File: src/rtl/alu_result_buffer.sv
// In-order result FIFO between the 8-bit ALU and its consumer.
// Optional statistics counters enabled by defining ALU_BUF_STATS_EN.
module alu_result_buffer #(
  parameter int DEPTH = 4,
  parameter int CNT_W = 16
) (
  input  logic                       clock,
  input  logic                       reset,
  input  logic                       in_valid,
  output logic                       in_ready,
  input  logic [7:0]                 result,
  input  logic                       carry_out,
  input  logic [3:0]                 op_code,
  output logic                       out_valid,
  input  logic                       out_ready,
  output logic [7:0]                 out_data,
  output logic                       out_carry,
  output logic                       out_zero,
  output logic [3:0]                 out_op,
  output logic [$clog2(DEPTH):0]     count,
  output logic                       drop_err,
  input  logic                       clear
`ifdef ALU_BUF_STATS_EN
  ,
  output logic [CNT_W-1:0]           accept_cnt,
  output logic [CNT_W-1:0]           carry_cnt
`endif
);

  localparam int AW = $clog2(DEPTH);
  localparam int CW = AW + 1;

  typedef struct packed {
    logic [7:0] data;
    logic       carry;
    logic       zero;
    logic [3:0] op;
  } entry_t;

  entry_t          mem [DEPTH];
  entry_t          head;
  logic [AW-1:0]   wr_ptr;
  logic [AW-1:0]   rd_ptr;
  logic [AW-1:0]   hd_ptr;
  logic            push;
  logic            pop;

  assign in_ready  = count < CW'(DEPTH);
  assign out_valid = count != '0;
  assign push      = in_valid & in_ready;
  assign pop       = out_valid & out_ready;

  // When empty, rd_ptr-1 is the slot last popped, so outputs hold it.
  assign hd_ptr    = out_valid ? rd_ptr : rd_ptr - AW'(1);
  assign head      = mem[hd_ptr];
  assign out_data  = head.data;
  assign out_carry = head.carry;
  assign out_zero  = head.zero;
  assign out_op    = head.op;

  always_ff @(posedge clock or negedge reset) begin
    if (!reset) begin
      for (int i = 0; i < DEPTH; i++) mem[i] <= '0;
      wr_ptr <= '0;
    end else if (push) begin
      mem[wr_ptr] <= '{result, carry_out, result == 8'h00, op_code};
      wr_ptr      <= wr_ptr + AW'(1);
    end
  end

  always_ff @(posedge clock or negedge reset) begin
    if (!reset) begin
      rd_ptr <= '0;
      count  <= '0;
    end else begin
      if (pop) rd_ptr <= rd_ptr + AW'(1);
      unique case ({push, pop})
        2'b10:   count <= count + CW'(1);
        2'b01:   count <= count - CW'(1);
        default: count <= count;
      endcase
    end
  end

  always_ff @(posedge clock or negedge reset) begin
    if (!reset)                     drop_err <= 1'b0;
    else if (in_valid && !in_ready) drop_err <= 1'b1;
    else if (clear)                 drop_err <= 1'b0;
  end

`ifdef ALU_BUF_STATS_EN
  always_ff @(posedge clock or negedge reset) begin
    if (!reset) begin
      accept_cnt <= '0;
      carry_cnt  <= '0;
    end else if (clear) begin
      accept_cnt <= '0;
      carry_cnt  <= '0;
    end else if (push) begin
      if (!(&accept_cnt))
        accept_cnt <= accept_cnt + CNT_W'(1);
      if (carry_out && !(&carry_cnt))
        carry_cnt <= carry_cnt + CNT_W'(1);
    end
  end
`endif

endmodule

File: config.mk
export PLATFORM = sky130hd
export DESIGN_NAME = alu_result_buffer
export DESIGN_NICKNAME = d
export VERILOG_FILES = /design/src/rtl/alu_result_buffer.sv
export SDC_FILE = /design/constraint.sdc
export NUM_CORES = 1
export LEC_CHECK = 0
export BUFFER_PORTS_ARGS = -buffer_cell sky130_fd_sc_hd__buf_4
export CORE_UTILIZATION = 53
export DETAILED_ROUTE_END_ITERATION = 10
export GPL_ROUTABILITY_DRIVEN = 0
export HOLD_SLACK_MARGIN = 0.03
export PLACE_DENSITY = 0.8
export SETUP_SLACK_MARGIN = 0.4
export SYNTH_ARGS = -nofsm -noshare
export SYNTH_HDL_FRONTEND = slang
export SYNTH_SLANG_ARGS = --single-unit
File: constraint.sdc
create_clock -name clock -period 2 [get_ports clock]
set_input_delay 0.4 -clock clock [delete_from_list [all_inputs] [get_ports clock]]
set_output_delay 0.4 -clock clock [all_outputs]
set_load 0.01 [all_outputs]
Word level (Yosys, flattened, before mapping)
Index checks and enable logic that the tools add are counted.
{ "word_totals": {"elab_cells": 52, "output_inout_bits": 20, "reg_bits": 64} }
{ "op_classes": {"eq_ne": 2, "order_cmp": 4, "n_bitwise": 4, "reduce_logical": 7, "n_mux": 10, "n_addsub": 5} }
{ "ops": {"columns": ["cell", "n"], "rows": [
  ["56-bit bitwise mux", 1],
  ["14-bit 2-to-1 mux", 3],
  ["14-bit binary-select mux with 2-bit select", 1],
  ["14-bit demux with 2-bit select", 1],
  ["8-bit logical NOT", 1],
  ["3-bit >= comparator (second input constant)", 2],
  ["2-bit inverter with 3-bit output", 2],
  ["3-bit one-hot mux with 2 select lines", 1],
  ["2-bit by 1-bit adder with 2-bit output (second input constant)", 2],
  ["2-bit nonzero test", 2],
  ["3-bit by 1-bit adder with 3-bit output (second input constant)", 1],
  ["3-bit by 1-bit less-than comparator with 1-bit output (second input constant)", 1],
  ["3-bit less-than comparator (second input constant)", 1],
  ["3-bit nonzero test", 1],
  ["3-bit by 1-bit subtractor with 3-bit output (second input constant)", 1],
  ["1-bit bitwise AND", 2],
  ["2-bit by 1-bit == test with 1-bit output (second input constant)", 1],
  ["2-bit == test (second input constant)", 1],
  ["1-bit logical AND", 2],
  ["1-bit 2-to-1 mux", 2],
  ["2-bit 2-to-1 mux", 1],
  ["2-bit by 1-bit subtractor with 2-bit output (second input constant)", 1],
  ["1-bit logical NOT", 1]
]} }

Logic depth before layout (Yosys ltp)
Gate-level depths: netlist (run 1).
{ "logic_depth": {"ltp_word": 6, "depth_mapped": 9} }

Worst setup path before layout (run 1)
Ideal clock, no wire load.
{ "synth_path": {"path_type": "register -> register", "start": "reg count[2]", "end": "reg count[2]", "path_stages_with_launch": 10, "setup_slack_ns": 0.050, "arrival_ns": 1.826, "synth_period_minus_slack_ns": 1.950, "required_ns": 1.876, "path_buffers": 0, "cell_sequence": "dfrtp_1 nor3_4 inv_2 and2_1 ha_1 inv_1 fa_1 xor2_1 nor2_1 xnor2_1"} }
{ "synth_between": {"elab_chain_len": 4, "elab_cells_between_ends": 10, "classes_between": "add/sub: 2; order compare: 1; eq/ne: 2; mux: 1; bitwise: 2; reduce/logical: 2"} }
{ "synth_rtl": {"columns": ["item", "line_no", "rtl"], "rows": [
  ["from (decl)", "20", "output logic [$clog2(DEPTH):0] count,"],
  ["from (signal assigned)", "78", "2'b10: count <= count + CW'(1);"],
  ["from (signal assigned)", "79", "2'b01: count <= count - CW'(1);"],
  ["from (signal assigned)", "80", "default: count <= count;"],
  ["3-bit less-than comparator / 3-bit nonzero test (equally long branches)", "48, 49", null],
  ["1-bit bitwise AND (on tied branches)", "50, 51", null],
  ["2-bit by 1-bit == test with 1-bit output / 2-bit == test (equally long branches)", "77", "unique case ({push, pop})"],
  ["3-bit one-hot mux with 2 select lines / 2-bit nonzero test (equally long branches)", null, null]
]} }
Parallel ways exist; a longest one is shown, timed or not.
A chain may end at the register's enable or synchronous reset.

Worst setup path in the final report (run 1)
{ "layout_path": {"start": "reg count[0]", "end": "out out_data[3]"} }
{ "layout_between": {"elab_chain_len": 6} }
{ "layout_rtl": {"columns": ["item", "line_no", "rtl"], "rows": [
  ["3-bit nonzero test", "49", "assign out_valid = count != '0;"],
  ["2-bit 2-to-1 mux", "54", "assign hd_ptr = out_valid ? rd_ptr : rd_ptr - AW'(1);"],
  ["2-bit inverter with 3-bit output (not written as such)", "55", "assign head = mem[hd_ptr];"],
  ["14-bit binary-select mux with 2-bit select", "55", null],
  ["14-bit 2-to-1 mux (not written as such) (2 in a row)", "55", null],
  ["to (decl)", "16", "output logic [7:0] out_data,"]
]} }
Every way passes these cells. The select of a mux whose other input is x is not followed.

==> summary.md, run 1 <==
| Metric | Value |
|---|---|
| I/O pins | 38 |
| Clock Root Buffer | clkbuf_8 |
| Via-per-instance ratio | 6.07 |
| WS Path Type | flop to output port |
| Min Clock Period, post-route | roughly 2.3 ns |
| Clock Tree Buf Depth | 2 |
| GRT Overall Usage | 26.4% |
| Gr busiest metal | met2 |
| IO Port Bufs | 37 |
| Status | finished with violations |
| Die width | 82.1 microns |
| Antenna Cells | 0 |
| Netlist cell types | 28 |
| Cell with the most instances after synthesis | dfrtp_1 |
| Area contributors post-synth | dfrtp_1 47%, mux2_2 17%, mux2i_1 4.4%, o21ai_1 3.7%, o21ai_0 3.4% |
| DRC | 0 |
| Pleak | 2.01 nW |
| Hold WS | 0.246 ns |
| First-pass GRT wire length | 12.9 mm |
| Hold Vio Cnt, Final | 0 |
| Req. time, crit path | 1.60 ns |
| Commonest register cell after synthesis | dfrtp_1 |
| Core area | around 6100 sq um |
| Worst Setup Start Kind | flop |
| GRT overflow | 0 |
| Initial antenna violation count | 0 |
| Final setup viols | 15 |
| Synth Instances | 311 |
| Largest net degree at the start of global routing | 59 |
| Grt met1 use | 31.9% |
| Clock sink count | 64 |
| Post-Synthesis Cell Area | roughly 3400 sq um |
| FILL cells | between 300 and 400 |
| Hold Path Class | primary input to flop |
| CTS tree | built |
| DRT Pass-1 Iters | 6 |
| Initial Utilization | 56.2% |
| Met3 Use GR | 8.35% |
| Worst-path maximum fanout | 6 |
| Worst Skew | 0.00592 ns |
| Post-Route Utilization | between 70% and 80% |
| Grt met2 use | ~45% |
| FFs w/ async S/R, synth | 100% |
| Largest area contributor in the netlist | dfrtp_1 |
| Post-Route WL | 8.53 mm |
| Syn avg cell area | 10.9 sq um |
| Via count | 2715 |
| H-Tree Depth | 3 |
| #FFs+latches synth | 64 |
| Drt wl/cell | 19.1 microns |
| RSZ-0062 raised after global routing | true |
| Seq/Total Area, Yosys | around 47% |
| Slew @ Worst Pin | 0.345 ns |
| Chip height | 82.1 microns |
| HPWL after DPL | 4.90 mm |
| Initial drt markers | between 100 and 150 |
| Pre-CTS WS | -0.242 ns |
| Synth Net Count | about 340 |
| Vias in the first global route | 2636 |
| Synth warn | 0 |
| P per Cell Area | 1860 nW/um^2 |
| Reg area | 1610 sq um |
| Maxcap violations | 0 |
| Syn-to-layout area delta | 33.9% |
| TritonCTS buffer count | 9 |
| Synth top cells by count | 64 x dfrtp_1, 51 x mux2_2, 25 x o21ai_1, 23 x o21ai_0, 16 x nor2_1 |
| Crit path arrival time | 1.91 ns |
| FMAX | 432 MHz |
| Fraction of layout cells with a size suffix above 1 | 50.5% |
| Clock-pin slew on the worst setup and hold paths | 0.07 ns |
| Multi-input gate area | between 1500 and 2000 sq um |
| Standard-cell row count | 28 |
| Post-route ant nets | 0 |
| Tcrit/Tclk final | 116% |
| Final Slew Violations | 0 |
| Clk_lat worst skew | between 0.3 and 0.4 ns |
| EDFF count, synth | 0 |
| Die Area | 6750 sq um |
| Failing checks | negative setup slack |
| Final worst setup slack | -0.314 ns |
| Top cell type's share of synthesized area | 47.0% |
| Max-slew headroom | 76.8% |
| CP Capture Type | output port |
| Number of nets in the layout | 391 |
| Worst vdd ir | 1.24 mV |
[path summary, 6_finish.rpt]
| check | startpoint | endpoint | slack, ns | cells after the start |
|---|---|---|---|---|
| max in group asynchronous | reset | count[2] | 1.00 | 3 |
| hold / removal | clear | drop_err | 0.25 | 2 |
| setup reg to reg | count[0] | count[1] | -0.07 | 9 |
| min in group asynchronous | reset | drop_err | 0.48 | 2 |
| setup / recovery | count[0] | out_data[3] | -0.31 | 8 |
| hold reg to reg | mem[47] | mem[47] | 0.49 | 1 |
[cell type report]
type                    instances  share of cell area (%)
clock buffers                  10                    2.80
clock inverters                 6                    2.36
inverters                       9                   0.906
multi-input cells             217                    42.0
flip-flops and latches         64                    35.2
well taps                      75                    2.06
repair buffers                 66                    14.6
[through the flow]
stage               setup TNS (ns)  cells  power [W]  instance area (sq um)
finish                       -4.13    447    0.00847                   4560
global route                 -4.97    447    0.00893                   4560
CTS                          -4.47    439    0.00797                   4350
detailed placement           -2.98    415    0.00615                   3890
global placement             -1.70    415    0.00597                   3890
floorplan                        0    311    0.00485                   3480
[critical path: stages, from the launching register on]
cell	delay (ns)
dfrtp_2	0.43
nor3_4	0.19
buf_6	0.17
inv_8	0.07
nor2_4	0.16
buf_6	0.16
a211oi_1	0.08
o21ai_1	0.17
buf_4	0.14
[registers in the layout, summed over array words and instances, names as in the netlist]
signal    flops
drop_err      1
rd_ptr        2
mem          56
wr_ptr        2
count         3
[cell usage in the layout (no fill, tap or decap), types with 3 or more instances in the layout]
cell and instances:
dfrtp_1 61, mux2_2 51, buf_4 48, o21ai_1 30
nor2_1 15, a21oi_1 14, o21ai_2 11, mux2i_1 9
nor3b_2 9, clkbuf_8 9, nand2_1 8, a211oi_1 7
and3_1 7, o21ai_0 7, a211oi_2 7, and3_4 7
inv_1 7, buf_6 7, buf_12 7, nor3b_1 5
mux2i_4 4, nand2_4 4, ha_1 4, xnor2_1 3
bufinv_16 3, dfrtp_2 3
[kinds of logic (layout without fill, tap and decap cells)]
group | count (synthesis) | count (layout) | share of synthesized area, %
xor gates and xnor gates | 6 | 6 | 1.54
buffers and inverters | 30 | 91 | 4.59
AOI/OAI and AO/OA | 76 | 76 | 12.2
muxes | 67 | 67 | 21.6
and+or+nand+nor | 62 | 62 | 10.6
DFF | 64 | 64 | 47.0
adders and majority gates | 6 | 6 | 2.43
[what timing repair did]
action	in CTS	in global routing
cloned	0	3
endpoints found under the setup margin	69	20
setup buffers	7	5
gates resized for setup	41	25
pin swaps	15	7
hold endpoints to repair	21	0
hold buffers	1	0
[routing by layer]
layer  vias up  part of all wire, %
met4         0                  1.9
met3        19                  7.6
met2       120                   51
li1       1232                    -
met1      1344                   40
met5         -                    0
[where the power goes]
part | switching, W | internal [W] | leakage, nW
clock | 0.000508 | 0.000823 | 0.116
combinational | 0.00226 | 0.00248 | 1.12
sequential | 0.000466 | 0.00193 | 0.772
No activity file was read; power rests on OpenSTA's default activity.
==> run 2, diff against run 1 <==
CORE_ASPECT_RATIO = 1.2   (was default)
==> run 2 against run 1 <==
The flow still finishes with violations (negative setup slack). Sequential share of layout area up 1.2 points. Critical path depth shrank 1. Fmax decreased by 0.26%. First-iteration DRC count up 69%. Via count fell by 2.9%. Critical path type unchanged. Combinational power down 10%.
==> summary.md, run 2 (synthesized netlist as in run 1, its figures left out) <==
| Metric | Value |
|---|---|
| GRT overflow | 0 (unchanged) |
| Clock sink count | 64 (unchanged) |
| Largest net degree at the start of global routing | 37 (-37%) |
| FILL cells | 434 (+14%) |
| Final worst setup slack | -0.320 ns (-0.00598 ns) |
| Post-Route WL | 8.12 mm (-4.9%) |
| Worst reg2reg path depth | 10 (+1) |
| Worst-path maximum fanout | 7 (+1) |
| Pleak | 1.94 nW (-3.5%) |
| Via-per-instance ratio | 5.82 (-4.2%) |
| Maxcap violations | 0 (unchanged) |
| Pre-CTS WS | -0.224 ns (+0.0177 ns) |
| Crit-path slowest cell | dfrtp_2 |
| R2R Setup Slk | 0.05 ns (+0.12 ns) |
| Drt wl/cell | 17.9 microns (-6.1%) |
| Fraction of layout cells with a size suffix above 1 | 47.2% (-3.4 points) |
| Biggest register | mem |
| Slew @ Worst Pin | 0.472 ns (+0.127 ns) |
| Hold Path Class | primary input to flop |
| Tcrit/Tclk final | 116% (+0.30 points) |
| Status | finished with violations |
| Worst Setup Start Kind | flop |
| First-pass GRT wire length | 13.3 mm (+3.4%) |
| TritonCTS buffer count | 9 (unchanged) |
| Via count | 2637 (-2.9%) |
| Worst-path cell chain | nor3_4 -> inv_4 -> buf_6 -> and3_1 -> o21ai_1 -> o21ai_2 -> buf_4 |
| Post-route ant nets | 0 (unchanged) |
| DRC | 0 (unchanged) |
| Hold Vio Cnt, Final | 0 (unchanged) |
| CP Capture Type | output port |
| CP peak stage delay | 0.43 ns (about the same) |
| GRT Overall Usage | 27.0% (+0.53 points) |
| Clock Root Buffer | clkbuf_8 |
| Commonest cells after routing, fill and taps aside | 61 x dfrtp_1, 53 x buf_4, 51 x mux2_2 |
| Hold WS | 0.244 ns (-0.00204 ns) |
| HPWL after DPL | 5.02 mm (+2.4%) |
| DRT Pass-1 Iters | 4 (-2) |
| CTS tree | built |
| Setup TNS | -3.88 ns (+0.250 ns) |
| Req. time, crit path | 1.60 ns (about the same) |
| Worst vdd ir | 0.950 mV (-23%) |
| Crit Reg-Reg Endpoint | count[2] |
| Hold Startpoint | clear |
| Failing checks | negative setup slack |
| Min Clock Period, post-route | 2.32 ns (+0.00598 ns) |
| FMAX | 431 MHz (-0.26%) |
| Antenna Cells | 0 (unchanged) |
| Standard-cell row count | 31 (+11%) |
| H-Tree Depth | 3 (unchanged) |
| End of the worst hold path | drop_err |
| Chip height | 89.8 microns (+9.3%) |
| Vias in the first global route | 2828 (+7.3%) |
| I/O pins | 38 (unchanged) |
| Number of nets in the layout | 390 (-0.26%) |
| Clk_lat worst skew | 0.36 ns (about the same) |
| Max-slew headroom | 68.5% (-8.2 points) |
| Initial antenna violation count | 0 (unchanged) |
| Die Area | 6750 sq um (about the same) |
| Clock-pin slew on the worst setup and hold paths | 0.07 ns (about the same) |
| Worst Skew | 0.00939 ns (+0.00347 ns) |
| RSZ-0062 raised after global routing | true |
| FF-to-FF Start | count[0] |
| Final setup viols | 14 (-1) |
| Initial drt markers | 222 (+69%) |
| Largest regs | mem: 56 flops, count: 3 flops |
| Final Slew Violations | 0 (unchanged) |
| Crit path arrival time | 1.92 ns (about the same) |
| Initial Utilization | 55.6% (-0.62 points) |
| Clock Tree Buf Depth | 2 (unchanged) |
| Commonest non-fill, non-tap cell in the layout | dfrtp_1 |
| P per Cell Area | 1800 nW/um^2 (-3.0%) |
| IO Port Bufs | 37 (unchanged) |
| Syn-to-layout area delta | 29.3% |
| Core area | 6130 sq um (+1.1%) |
| Hold depth | 2 (unchanged) |
| WS Path Type | flop to output port |
| Max reg flops | 56 (unchanged) |
| Die width | 75.2 microns (-8.5%) |
==> run 2: changes by cell type in the layout (fill, tap and decap cells not counted), moves of 4 or more <==
cell     change
buf_12       -5
buf_4        +5
mux2i_1      +5
mux2i_4      -4
==> run 2: worst max-delay path by stage <==
stage / from / to / slack (ns) / depth (start not counted)
floorplan: count[1] / count[1] / 0.15 / 7
global placement: count[1] / out_data[7] / -0.19 / 5
detailed placement: count[1] / out_zero / -0.22 / 5
CTS: count[2] / out_data[7] / -0.31 / 7
global route: count[0] / out_data[7] / -0.41 / 7
finish: count[0] / out_carry / -0.32 / 7
==> run 2: layout make-up <==
type                            instances  area (sq um)  share of cell area [%]
Clock buffer                           12           165                    3.75
Sequential cell                        64          1610                    36.5
Tap cell                               82           103                    2.33
Inverter                                9          36.3                   0.824
Timing Repair Buffer                   65           567                    12.9
Clock inverter                          4          75.1                    1.71
Multi-Input combinational cell        217          1850                    42.1
==> run 2: worst max-delay path, delay by kind of cell, from the launching register on <==
family          cells  cell delay (ns)
compound gates      2             0.26
buf+inv             3             0.42
flops               1             0.43
simple gates        2             0.45
==> run 2: layer usage <==
layer  routed length (microns)  track usage (%)  up-vias
li1                          -                -     1221
met1                      3360             32.5     1317
met2                      4200             44.9       73
met3                       329             5.49       26
met4                       236             13.3        0
met5                         0                0        -
==> run 2: power by group <==
part           internal (W)  total (W)  leakage, nW  switching (W)
sequential          0.00193    0.00235        0.772       0.000426
combinational       0.00216    0.00427         1.05        0.00210
clock              0.000803    0.00132        0.115       0.000514
total               0.00489    0.00794         1.94        0.00305
==> run 2: what timing repair did <==
item                                   in CTS  in global routing
endpoints found under the hold margin      33                  0
pin swaps                                  20                  4
hold buffers                                1                  0
setup endpoints to repair                  72                 65
gates cloned                                0                  1
gates resized for setup                    35                 12
buffers inserted                            9                  2
==> run 2: per-stage QoR <==
stage | cells | area [sq um] | util [%] | total power [W]
6_report | 453 | 4400 | 71.8 | 0.00794
5_1_grt | 453 | 4400 | 71.8 | 0.00845
4_1_cts | 450 | 4310 | 70.4 | 0.00774
3_5_place_dp | 424 | 3850 | 62.8 | 0.00605
3_3_place_gp | 424 | 3850 | 62.8 | 0.00588
2_1_floorplan | 311 | 3480 | - | 0.00485
==> run 3, diff against run 2 <==
ABC_AREA = 1   (was default)
CORE_UTILIZATION = 52   (was 53)
PLACE_DENSITY = 0.79   (was 0.8)
==> run 3 against run 2 <==
The flow still finishes with violations (negative setup slack). Via count is 14% higher. Core utilization is 0.67 points lower. Critical path depth stayed put. Non-clock buffer count is 3 lower. Flip-flop and latch count stayed put. Hold slack worse by 0.19 ns. Sequential share of layout area is 0.61 points higher. Clock-buffer cell count is 3 higher. Power is 6.4% higher. Die area is 1.3% lower. First-iteration DRC count is 32% higher. Clock skew is 0.0024 ns lower. Critical endpoint is now out_data[3].
==> summary.md, run 3 <==
| Metric | Value |
|---|---|
| WS Path Type | flop to output port |
| Standard-cell row count | 31 (unchanged) |
| Initial Utilization | 54.1% (-1.5 points) |
| Antenna Cells | 0 (unchanged) |
| Max reg flops | 56 (unchanged) |
| CP endpoint | out_data[3] |
| Final setup viols | 15 (+1) |
| Met3 Use GR | 5.98% (+0.48 points) |
| Commonest non-fill, non-tap cell in the layout | nand2_1 |
| Finished Layout Cells | 563 (+24%) |
| Post-Synthesis Cell Area | 3290 sq um (-3.2%) |
| Drt wl/cell | 15.3 microns (-15%) |
| GRT Overall Usage | 26.7% (-0.28 points) |
| Commonest cells after routing, fill and taps aside | 82 x nand2_1, 76 x inv_1, 60 x dfrtp_1 |
| Syn avg cell area | 7.77 sq um (-29%) |
| DRC | 0 (unchanged) |
| Grt met1 use | 32.4% (-0.055 points) |
| Hold Path Class | primary input to async pin |
| Post-route ant nets | 0 (unchanged) |
| TritonCTS buffer count | 9 (unchanged) |
| CP peak stage delay | 0.43 ns (about the same) |
| CTS tree | built |
| Largest regs | mem: 56 flops, count: 3 flops |
| Synth top cells by count | 104 x nand2_1, 79 x inv_1, 76 x nand3_1, 64 x dfrtp_1, 56 x o21ai_0 |
| Post-Route WL | 8.63 mm (+6.2%) |
| Clock-pin slew on the worst setup and hold paths | 0.07 ns (about the same) |
| Failing checks | negative setup slack |
| Synth warn | 0 (unchanged) |
| GRT overflow | 0 (unchanged) |
| Final Slew Violations | 0 (unchanged) |
| HPWL after DPL | 4.90 mm (-2.4%) |
| I/O pins | 38 (unchanged) |
| Clock Tree Buf Depth | 2 (unchanged) |
| Pleak | 2.25 nW (+16%) |
| Netlist cell types | 24 (-14%) |
| Max-slew headroom | 61.1% (-7.4 points) |
| Largest area contributor in the netlist | dfrtp_1 |
| Synth Instances | 424 (+36%) |
| Worst-path cell chain | nor2_4 -> nand2_4 -> o21ai_4 -> clkbuf_16 -> nand3_2 -> nand2_2 -> buf_6 |
| Crit Reg-Reg Endpoint | count[1] |
| RSZ-0062 raised after global routing | true |
| P per Cell Area | 1950 nW/um^2 (+8.1%) |
| Synth Net Count | 448 (+34%) |
| FMAX | 452 MHz (+4.9%) |
| Clock sink count | 64 (unchanged) |
| H-Tree Depth | 3 (unchanged) |
| DRT Pass-1 Iters | 5 (+1) |
| Slew @ Worst Pin | 0.583 ns (+0.111 ns) |
| Initial drt markers | 292 (+32%) |
| Req. time, crit path | 1.60 ns (about the same) |
| IO Port Bufs | 37 (unchanged) |
| EDFF count, synth | 0 (unchanged) |
| Seq/Total Area, Yosys | 48.6% (+1.6 points) |
| Worst vdd ir | 1.19 mV (+25%) |
| Maxcap violations | 0 (unchanged) |
| Vias in the first global route | 2909 (+2.9%) |
| CP Capture Type | output port |
| Worst reg2reg path depth | 10 (unchanged) |
| Worst Skew | 0.00696 ns (-0.00244 ns) |
| Grt met2 use | 45.5% (+0.56 points) |
| Post-Route Utilization | 71.2% (-0.67 points) |
| Pre-CTS WS | 0.233 ns (+0.457 ns) |
| Tcrit/Tclk final | 111% (-5.5 points) |
| Gr busiest metal | met2 |
| Status | finished with violations |
| Largest net degree at the start of global routing | 44 (+19%) |
| Commonest register cell after synthesis | dfrtp_1 |
| Clk_lat worst skew | 0.34 ns (-0.02 ns) |
| Hold WS | 0.0568 ns (-0.187 ns) |
| Worst-path maximum fanout | 7 (unchanged) |
| Placed Cells incl. Taps | 537 (+27%) |
| Via count | 3012 (+14%) |
| Fraction of layout cells with a size suffix above 1 | 28.5% (-19 points) |
| Core area | 6090 sq um (-0.63%) |
| Crit path arrival time | 1.81 ns (-0.11 ns) |
| Via-per-instance ratio | 5.35 (-8.1%) |
| FFs w/ async S/R, synth | 100% (unchanged) |
| Top cell type's share of synthesized area | 48.6% (+1.6 points) |
| First-pass GRT wire length | 13.2 mm (-0.77%) |
| R2R Setup Slk | -0.03 ns (-0.08 ns) |
| Area contributors post-synth | dfrtp_1 49%, nand2_1 12%, nand3_1 12%, inv_1 9.0%, o21ai_0 8.5% |
| Biggest register | mem |
| FF-to-FF Start | count[1] |
| Chip height | 89.2 microns (-0.67%) |
| Syn-to-layout area delta | 31.6% |
| Cell with the most instances after synthesis | nand2_1 |
| #FFs+latches synth | 64 (unchanged) |
| Die Area | 6660 sq um (-1.3%) |
| Initial antenna violation count | 0 (unchanged) |
| Worst Setup Start Kind | flop |
| Final worst setup slack | -0.211 ns (+0.109 ns) |
| Hold-fix buffers, CTS | 0 (-1) |
| Die width | 74.7 microns (-0.67%) |
| Hold Vio Cnt, Final | 0 (unchanged) |
| Start point of the critical path | count[1] |
| Min Clock Period, post-route | 2.21 ns (-0.109 ns) |
| Number of nets in the layout | 501 (+28%) |
| Clock Root Buffer | clkbuf_8 |
| Crit-path slowest cell | dfrtp_2 |
==> run 3: worst min-delay path by stage <==
stage	start	cells past startpoint	endpoint
finish	reset	1	mem[5]
floorplan	reset	0	count[0]
global route	reset	1	mem[17]
detailed placement	reset	1	mem[5]
global placement	reset	1	mem[19]
CTS	reset	1	mem[5]
==> run 3: per-stage QoR <==
| step | instance area (sq um) | setup TNS [ns] | total power (W) |
|---|---|---|---|
| after detailed placement | 3760 | 0 | 0.00613 |
| after global routing | 4330 | -3.57 | 0.00904 |
| final | 4330 | -2.53 | 0.00845 |
| after global placement | 3760 | 0 | 0.00599 |
| after CTS | 4040 | -1.04 | 0.00739 |
| after floorplan | 3370 | 0 | 0.00474 |
==> run 3: cell type report <==
cell class / instances / area, sq um
repair buffers: 62 / 626
well taps: 82 / 103
fillers: 444 / 1760
multi-input cells: 259 / 1520
flip-flops and latches: 64 / 1610
clock buffers: 15 / 166
inverters: 81 / 309
==> run 3: critical path: cells and delay by family, from the launching register on <==
kind            cells  cell delay (ns)
compound gates      1             0.23
buf+inv             2             0.32
simple gates        4             0.48
flops               1             0.43
==> run 3: repair_timing <==
| action | CTS | global route |
|---|---|---|
| endpoints found under the hold margin | 0 | 0 |
| endpoints found under the setup margin | 17 | 46 |
| gates resized for setup | 17 | 53 |
| pin swaps | 4 | 22 |
| buffers inserted | 6 | 2 |
| cloned | 1 | 2 |
==> run 3: where the power goes <==
group / leakage [nW] / total, W / switching (W) / internal (W)
clock: 0.0838 / 0.000989 / 0.000475 / 0.000514
combinational: 1.37 / 0.00525 / 0.00287 / 0.00238
sequential: 0.803 / 0.00220 / 0.000345 / 0.00186
total: 2.25 / 0.00845 / 0.00369 / 0.00476
==> run 3: kinds of logic after synthesis <==
kind of cell               after synthesis  synth area share [%]
and+or+nand+nor                        190                  25.4
buffers and inverters                  101                  13.3
DFF                                     64                  48.6
AOI/OAI and AO/OA                       59                  9.12
adders and majority gates                6                  2.51
xor gates and xnor gates                 4                  1.06
==> run 3: per-layer routing <==
metal | part of all wire (%) | routed length, microns
met4 | 2.8 | 243
met2 | 52 | 4470
met3 | 5.4 | 466
met1 | 40 | 3440
met5 | 0 | 0
